--- config.mk ---
export PLATFORM = sky130hd
export DESIGN_NAME = uart_resp_tx
export DESIGN_NICKNAME = d
export VERILOG_FILES = /design/src/rtl/uart_resp_tx.sv
export SDC_FILE = /design/constraint.sdc
export NUM_CORES = 1
export LEC_CHECK = 0
export BUFFER_PORTS_ARGS = -buffer_cell sky130_fd_sc_hd__buf_2
export CAP_MARGIN = 20
export CORE_ASPECT_RATIO = 1.25
export CORE_MARGIN = 4
export CORE_UTILIZATION = 56
export DETAILED_ROUTE_END_ITERATION = 10
export HOLD_SLACK_MARGIN = 0.15
export PLACE_DENSITY = 0.85
export SETUP_SLACK_MARGIN = 0.5
export SLEW_MARGIN = 20
export SYNTH_ARGS = -nofsm -noshare
export SYNTH_HDL_FRONTEND = slang
export SYNTH_SLANG_ARGS = --single-unit
--- constraint.sdc ---
create_clock -name clk -period 8.7 [get_ports clk]
set_input_delay 1.305 -clock clk [delete_from_list [all_inputs] [get_ports clk]]
set_output_delay 1.305 -clock clk [all_outputs]
set_load 0.01 [all_outputs]
--- src/rtl/uart_resp_tx.sv ---
`default_nettype none
// +----------------------------------------------------------------------------+
// | Module      : uart_resp_tx                                                 |
// | Description : Serializes 42-bit debug read responses onto the UART TX line |
// |               as 8N1 bytes, MSB byte first, with a one-entry pending       |
// |               buffer. Define UART_RESP_SYNC_EN to prefix every response    |
// |               with a 0xA5 sync byte (7 bytes per response instead of 6).   |
// | Revision    : 1.0 - initial release                                        |
// +----------------------------------------------------------------------------+
module uart_resp_tx #(
  parameter int CLKS_PER_BIT = 434
) (
  input  logic        clk,
  input  logic        reset,
  input  logic        resp_valid,
  input  logic [41:0] resp_data,
  output logic        tx,
  output logic        busy,
  output logic        done,
  output logic        overrun
);

`ifdef UART_RESP_SYNC_EN
  localparam int c_NBYTES = 7;
`else
  localparam int c_NBYTES = 6;
`endif
  localparam int c_WORD_W = c_NBYTES * 8;
  localparam int c_BAUD_W = (CLKS_PER_BIT > 1) ? $clog2(CLKS_PER_BIT) : 1;
  localparam int c_BYTE_W = $clog2(c_NBYTES);

  localparam logic [c_BAUD_W-1:0] c_BAUD_LAST = c_BAUD_W'(CLKS_PER_BIT - 1);
  localparam logic [c_BAUD_W-1:0] c_BAUD_ONE  = c_BAUD_W'(1);
  localparam logic [c_BYTE_W-1:0] c_BYTE_LAST = c_BYTE_W'(c_NBYTES - 1);
  localparam logic [c_BYTE_W-1:0] c_BYTE_ONE  = c_BYTE_W'(1);

  typedef enum logic [1:0] {
    S_IDLE  = 2'd0,
    S_START = 2'd1,
    S_DATA  = 2'd2,
    S_STOP  = 2'd3
  } state_t;

  // Build the on-wire word: optional sync byte, zero pad, response.
  function automatic logic [c_WORD_W-1:0] f_frame(input logic [41:0] d);
`ifdef UART_RESP_SYNC_EN
    return {8'hA5, 6'b0, d};
`else
    return {6'b0, d};
`endif
  endfunction

  state_t                r_state;
  logic [c_BAUD_W-1:0]   r_baud_cnt;
  logic [2:0]            r_bit_idx;
  logic [c_BYTE_W-1:0]   r_byte_idx;
  logic [c_WORD_W-1:0]   r_active;      // byte being sent is always the top byte
  logic                  r_pend_valid;
  logic [41:0]           r_pend_data;
  logic                  r_tx;
  logic                  r_done;

  state_t                w_state_next;
  logic [c_BAUD_W-1:0]   w_baud_next;
  logic [2:0]            w_bit_next;
  logic [c_BYTE_W-1:0]   w_byte_next;
  logic [c_WORD_W-1:0]   w_active_next;
  logic                  w_pend_valid_next;
  logic [41:0]           w_pend_data_next;
  logic                  w_tx_next;
  logic                  w_bit_end;
  logic                  w_last_end;
  logic                  w_overrun;
  logic [7:0]            w_cur_byte;

  // State register and datapath registers; reset drives the line idle at once.
  always_ff @(posedge clk or posedge reset) begin
    if (reset) begin
      r_state      <= S_IDLE;
      r_baud_cnt   <= '0;
      r_bit_idx    <= '0;
      r_byte_idx   <= '0;
      r_active     <= '0;
      r_pend_valid <= 1'b0;
      r_pend_data  <= '0;
      r_tx         <= 1'b1;
      r_done       <= 1'b0;
    end else begin
      r_state      <= w_state_next;
      r_baud_cnt   <= w_baud_next;
      r_bit_idx    <= w_bit_next;
      r_byte_idx   <= w_byte_next;
      r_active     <= w_active_next;
      r_pend_valid <= w_pend_valid_next;
      r_pend_data  <= w_pend_data_next;
      r_tx         <= w_tx_next;
      r_done       <= w_last_end;
    end
  end

  // Next-state, counter, buffer and line-level logic.
  always_comb begin
    w_state_next      = r_state;
    w_baud_next       = r_baud_cnt;
    w_bit_next        = r_bit_idx;
    w_byte_next       = r_byte_idx;
    w_active_next     = r_active;
    w_pend_valid_next = r_pend_valid;
    w_pend_data_next  = r_pend_data;
    w_overrun         = 1'b0;
    w_tx_next         = 1'b1;
    w_cur_byte        = 8'h00;
    w_bit_end         = (r_baud_cnt == c_BAUD_LAST);
    w_last_end        = (r_state == S_STOP) && w_bit_end && (r_byte_idx == c_BYTE_LAST);

    case (r_state)
      S_IDLE: begin
        if (resp_valid) begin
          w_state_next  = S_START;
          w_active_next = f_frame(resp_data);
          w_baud_next   = '0;
          w_bit_next    = '0;
          w_byte_next   = '0;
        end
      end
      S_START: begin
        if (w_bit_end) begin
          w_state_next = S_DATA;
          w_baud_next  = '0;
        end else begin
          w_baud_next = r_baud_cnt + c_BAUD_ONE;
        end
      end
      S_DATA: begin
        if (w_bit_end) begin
          w_baud_next = '0;
          if (r_bit_idx == 3'd7) begin
            w_state_next = S_STOP;
            w_bit_next   = '0;
          end else begin
            w_bit_next = r_bit_idx + 3'd1;
          end
        end else begin
          w_baud_next = r_baud_cnt + c_BAUD_ONE;
        end
      end
      S_STOP: begin
        if (w_bit_end) begin
          w_baud_next = '0;
          if (r_byte_idx != c_BYTE_LAST) begin
            w_state_next  = S_START;
            w_byte_next   = r_byte_idx + c_BYTE_ONE;
            w_active_next = r_active << 8;
          end else begin
            w_byte_next = '0;
            if (r_pend_valid) begin
              // Promote pending; a word arriving now refills pending, no drop.
              w_state_next      = S_START;
              w_active_next     = f_frame(r_pend_data);
              w_pend_valid_next = resp_valid;
              if (resp_valid) begin
                w_pend_data_next = resp_data;
              end
            end else if (resp_valid) begin
              // Arrival on the final count chains straight into a new frame.
              w_state_next  = S_START;
              w_active_next = f_frame(resp_data);
            end else begin
              w_state_next = S_IDLE;
            end
          end
        end else begin
          w_baud_next = r_baud_cnt + c_BAUD_ONE;
        end
      end
      default: begin
        w_state_next = S_IDLE;
      end
    endcase

    // Arrivals mid-frame go to pending, or are dropped if pending is occupied.
    if (resp_valid && (r_state != S_IDLE) && !w_last_end) begin
      if (!r_pend_valid) begin
        w_pend_valid_next = 1'b1;
        w_pend_data_next  = resp_data;
      end else begin
        w_overrun = 1'b1;
      end
    end

    w_cur_byte = w_active_next[c_WORD_W-1 -: 8];
    case (w_state_next)
      S_START: w_tx_next = 1'b0;
      S_DATA:  w_tx_next = w_cur_byte[w_bit_next];
      default: w_tx_next = 1'b1;
    endcase
  end

  assign tx      = r_tx;
  assign done    = r_done;
  assign overrun = w_overrun;
  assign busy    = (r_state != S_IDLE) || r_pend_valid;

endmodule
`default_nettype wire

Word-level counts from Yosys, hierarchy flattened --
Index checks and enable logic that the tools add are counted.
Cells by class: add/sub/neg operators 3, $mul 0, divide/modulo/power cells 0, magnitude comparators 1, equality and inequality tests 11, shifts and indexed selects 0, mux-type cells 43, bitwise gates (word level) 0, reductions and logical operators 12
Operators with widths (number):
- 2-to-1 mux 42 bit | 7
- 2-to-1 mux 48 bit | 4
- one-hot mux 48 bit (2 select lines) | 1
- 2-to-1 mux 3 bit | 6
- 2-to-1 mux 9 bit | 2
- one-hot mux 9 bit (2 select lines) | 1
- 2-to-1 mux 1 bit | 12
- one-hot mux 3 bit (2 select lines) | 2
- 2-to-1 mux 2 bit | 5
- adder 9 x 1 -> 9 bit, second input constant | 1
- == test 9 bit, second input constant | 1
- one-hot mux 2 bit (4 select lines) | 1
- adder 3 x 1 -> 3 bit, second input constant | 2
- == test 2 bit, second input constant | 3
- == test 3 bit, second input constant | 2
- == test 2 x 1 -> 1 bit, second input constant | 2
- logical AND 1 bit | 4
- < comparator 3 x 4 -> 1 bit, second input constant | 1
- inequality test 2 bit, second input constant | 2
- nonzero test 2 bit | 2
- binary-select mux 1 bit (select 3 bit) | 1
- inequality test 3 bit, second input constant | 1
- AND reduction 3 bit | 1
- OR reduction 3 bit | 1
- other kinds (5) | 5
Storage, ports and cells: flip-flop bits (word level) 110, bits in latches 0, RAM bits 0, ROM bits 0, bits of input ports 45, output and inout bits 4, memories 0

Longest topological paths before layout --
word-level depth 8, mapped depth 12

Worst setup path after synthesis --
No wires, ideal clock.
path kind in2out, start point in resp_valid, end point out overrun, arrival 2.570 ns, setup slack 4.825 ns, stages on the path 5, path buffers 4, path through buf_4 -> clkbuf_1 -> buf_2 -> buf_2 -> and3_1
On the way: cells in the longest elaborated chain, start to end 3
Ends and longest elaborated chain:
- start, declared | RTL line 15 | input logic resp_valid,
- logical AND 1 bit (2 in series) | RTL line 182 | if (resp_valid && (r_state != S_IDLE) && !w_last_end) begin
- 2-to-1 mux 1 bit | RTL line 182
- end, declared | RTL line 20 | output logic overrun
No other way between the ends.

Final worst setup path --
start point reg r_state[0], end point reg r_tx (netlist: tx)
On the way: cells in the longest elaborated chain, start to end 5
Ends and longest elaborated chain:
- start, declared | RTL line 53 | state_t r_state;
- start signal, assigned | RTL line 89 | r_state <= w_state_next;
- == test 2 bit, or another cell as far along | RTL line 116 | case (r_state)
- one-hot mux 48 bit (2 select lines), or another cell as far along | RTL line 116
- binary-select mux 1 bit (select 3 bit) / one-hot mux 2 bit (4 select lines) (equally long branches) | RTL line 194, 116
- 2-to-1 mux 1 bit (not written as such), or another cell as far along | RTL line 194 | S_DATA: w_tx_next = w_cur_byte[w_bit_next];
- one-hot mux 1 bit (2 select lines) * | RTL line 192 | case (w_state_next)
- via w_tx_next | RTL line 70 | logic w_tx_next;
- end signal, assigned | RTL line 96 | r_tx <= w_tx_next;
- end, declared | RTL line 60 | logic r_tx;
The timed path passes the listed nets; every way through them passes the cells marked *. The select of a mux whose other input is x is not followed. A chain may end at the register's enable or synchronous reset.

==> metrics.md <==
| Metric | Value |
|---|---|
| Tmin final | `3.80 ns` |
| First-pass GRT wire length | `~25000 µm` |
| Final period util | `approximately 44%` |
| CP Max Fanout | `37` |
| Yosys warnings | `0` |
| Dpl cell area | `6490 µm²` |
| Core Box Area | `roughly 11000 µm²` |
| GPL Wtd Cong | `0.841` |
| Antenna Cells | `0` |
| Die height | `126 µm` |
| FMAX | `between 200 and 300 MHz` |
| DR vias/cell | `~6.5` |
| DRC errors left | `0` |
| Least-Margin Pin Slew | `approximately 0.85 ns` |
| Worst path required time | `~9.0 ns` |
| Clock slew seen by the registers of the worst setup and hold paths | `~0.07 ns` |
| Final ANT Viol Nets | `0` |
| CP startpoint kind | `flip-flop` |
| H-tree levels | `3` |
| Synth async-reset ratio | `100%` |
| Pre-antenna DRT Iters | `6` |
| Cell count after synthesis | `610` |
| CTS max path bufs | `2` |
| Top cell type's share of synthesized area | `between 40% and 50%` |
| Placed wire-length estimate | `~9400 µm` |
| Number of synthesized flops with an enable pin | `0` |
| Endpoints failing setup | `0` |
| MaxCap Viol Count | `0` |
| Clock skew | `between 0.005 and 0.006 ns` |
| Total Wirelength | `14900 µm` |
| Avg WL per Cell | `roughly 19 µm` |
| Worst vdd ir | `99.9 µV` |
| # port buffers | `48` |
| Main synth FF type | `dfrtp_1` |
| Routed via count | `4971` |
| Status | `completed` |
| CTS root buf | `clkbuf_16` |
| Fraction of layout cells with a size suffix above 1 | `around 22%` |
| Finished Cell Area | `approximately 6800 µm²` |
| Setup Fix Bufs, Post-CTS | `0` |
| Antenna violations before repair | `0` |
| Sequential-to-total area share from yosys stat | `between 40% and 50%` |
| Die area | `12900 µm²` |
| RSZ-0062 raised after global routing | `no` |
| Post-CTS Hold Buffers | `0` |
| Synth Register Bits | `110` |
| Cell Pwr Density | `about 140 nW/µm²` |
| Critical Path AT | `approximately 4.1 ns` |
| Slew HR | `43.2%` |
| Starting DRT DRC Count | `around 520` |
| Vias in the first global route | `around 5000` |
| Hold WC Path Type | `reg -> reg` |
| Critical path type | `reg -> reg` |
| Tot GR Track Use | `between 20% and 30%` |
| Synth unique cells | `between 60 and 70` |
| Chip width | `around 100 µm` |
| TritonCTS Buffers | `9` |
| Final TNS setup | `0 ns` |
| Yosys top cell by area | `dfrtp_1` |
| Starting density of the core | `between 50% and 60%` |
| Mapped cell area | `about 6200 µm²` |
| Synth Net Count | `664` |
| CTS Sinks | `110` |
| Number of gates resized after cts | `0` |
| Mapped Avg Cell Area | `10.2 µm²` |
| Global route total overflow | `0` |
| Critical path endpoint category | `flip-flop` |
| Final net count | `around 680` |
| Clock Latency Late Sink | `0.35 ns` |
| Final hold vios | `0` |
| # rows | `42` |
| Largest net degree at the start of global routing | `88` |
| Num ports | `49` |
| Leak | `approximately 3.1 nW` |
| Max Transition Viols Final | `0` |
| TritonCTS clock tree | `yes` |
| Area Growth Syn to Fin | `8.75%` |
| Synth top area cells | `dfrtp_1 (44%), mux2_4 (9.6%), mux2i_1 (7.0%)` |
-- per-layer routing --
metal,GRT usage [%],wire [µm]
met5,0,0
met1,32.4,6260
met3,2.88,735
met2,37.9,7380
met4,11.8,533
-- path summary, 6_finish.rpt --
path / end / from / slack, ns / cells past startpoint
worst max-delay path: tx / r_state[0] / 4.90 / 9
worst min-delay path: r_baud_cnt[8] / r_baud_cnt[8] / 0.50 / 1
worst max register to register: tx / r_state[0] / 4.90 / 9
worst min register to register: r_baud_cnt[8] / r_baud_cnt[8] / 0.50 / 1
max in group asynchronous: r_pend_data[22] / reset / 6.72 / 3
min in group asynchronous: r_active[2] / reset / 0.91 / 2
-- state kept, by name (all words and copies together) (netlist names) --
register      cells
r_byte_idx        3
r_pend_data      42
r_bit_idx         3
r_baud_cnt        9
r_state           2
r_active         48
tx                1
r_pend_valid      1
done              1
-- cell usage after synthesis (all sizes together), types with 2 or more instances --
| library cell | number |
|---|---|
| dfrtp | 109 |
| and2 | 5 |
| or3 | 3 |
| inv | 11 |
| nor2 | 81 |
| o211ai | 2 |
| a22o | 46 |
| mux2i | 44 |
| clkbuf | 29 |
| mux2 | 42 |
| and3 | 5 |
| buf | 17 |
| nand3 | 4 |
| ha | 9 |
| o21ai | 28 |
| nor3 | 4 |
| nand2b | 4 |
| o22ai | 34 |
| nand2 | 26 |
| and4 | 2 |
| a21oi | 72 |
| nand3b | 3 |
| o31ai | 3 |
| a21boi | 2 |
| nand4 | 2 |
| o2111ai | 2 |
-- critical path, stage by stage, from the launching register on --
cell and delay [ns]:
dfrtp_1 0.43, inv_1 0.16, ha_1 0.56, inv_2 0.44, nor2_1 0.78, a211o_1 0.32, a22oi_1 0.15, a2111oi_1 0.55
nor4bb_1 0.13, a31oi_1 0.19
-- per-stage QoR --
step	util, %	power [W]	instances	hold WS (ns)	setup WS [ns]
floorplan	-	0.000546	610	0.454	4.49
global placement	60.3	0.000565	751	0.478	4.93
detailed placement	60.3	0.000566	751	0.492	4.81
CTS	63.1	0.000981	767	0.512	4.92
global route	63.1	0.00100	767	0.521	4.72
finish	63.1	0.000975	767	0.503	4.90
-- power breakdown --
group / switching, W / internal [W]
Sequential: 0.000000381 / 0.000511
Combinational: 0.0000278 / 0.0000166
Clock: 0.000187 / 0.000231
-- cell type report --
type	instances	area [µm²]
clock buffers	11	243
clock inverters	5	58.8
fillers	804	3980
inverters	11	43.8
multi-input cells	443	3230
flip-flops and latches	110	2760
well taps	132	165
repair buffers	55	297
-- kinds of logic (layout without fill, tap and decap cells) --
kind of cell               Yosys count  count (layout)  share of synthesized area [%]
DFF                                110             110                           44.1
AOI/OAI and AO/OA                  201             201                           21.2
adders and majority gates            9               9                           1.80
muxes                               86              86                           17.0
buffers and inverters               57              82                           4.52
and+or+nand+nor                    146             146                           11.2
xor gates and xnor gates             1               1                          0.140
-- layout by cell type (no fill, tap or decap), types with 2 or more instances in the layout --
cell,netlist,final
o21ai_0,26,26
and3_1,5,5
a22o_1,42,42
nand2b_1,4,4
nor3_1,3,3
a21oi_1,72,72
clkbuf_16,0,9
mux2i_1,44,44
dfrtp_1,109,108
mux2_4,40,40
nand3b_1,2,2
mux2_2,2,2
nand2_2,2,2
and2_1,4,4
buf_4,3,6
o22ai_1,34,34
nor2_1,81,80
nand3_1,4,4
o31ai_1,3,3
a22o_2,4,4
buf_2,4,48
clkinvlp_4,0,2
ha_1,9,9
inv_1,10,9
or3_1,3,3
nand2_1,24,24
(Power assumes the default switching activity.)
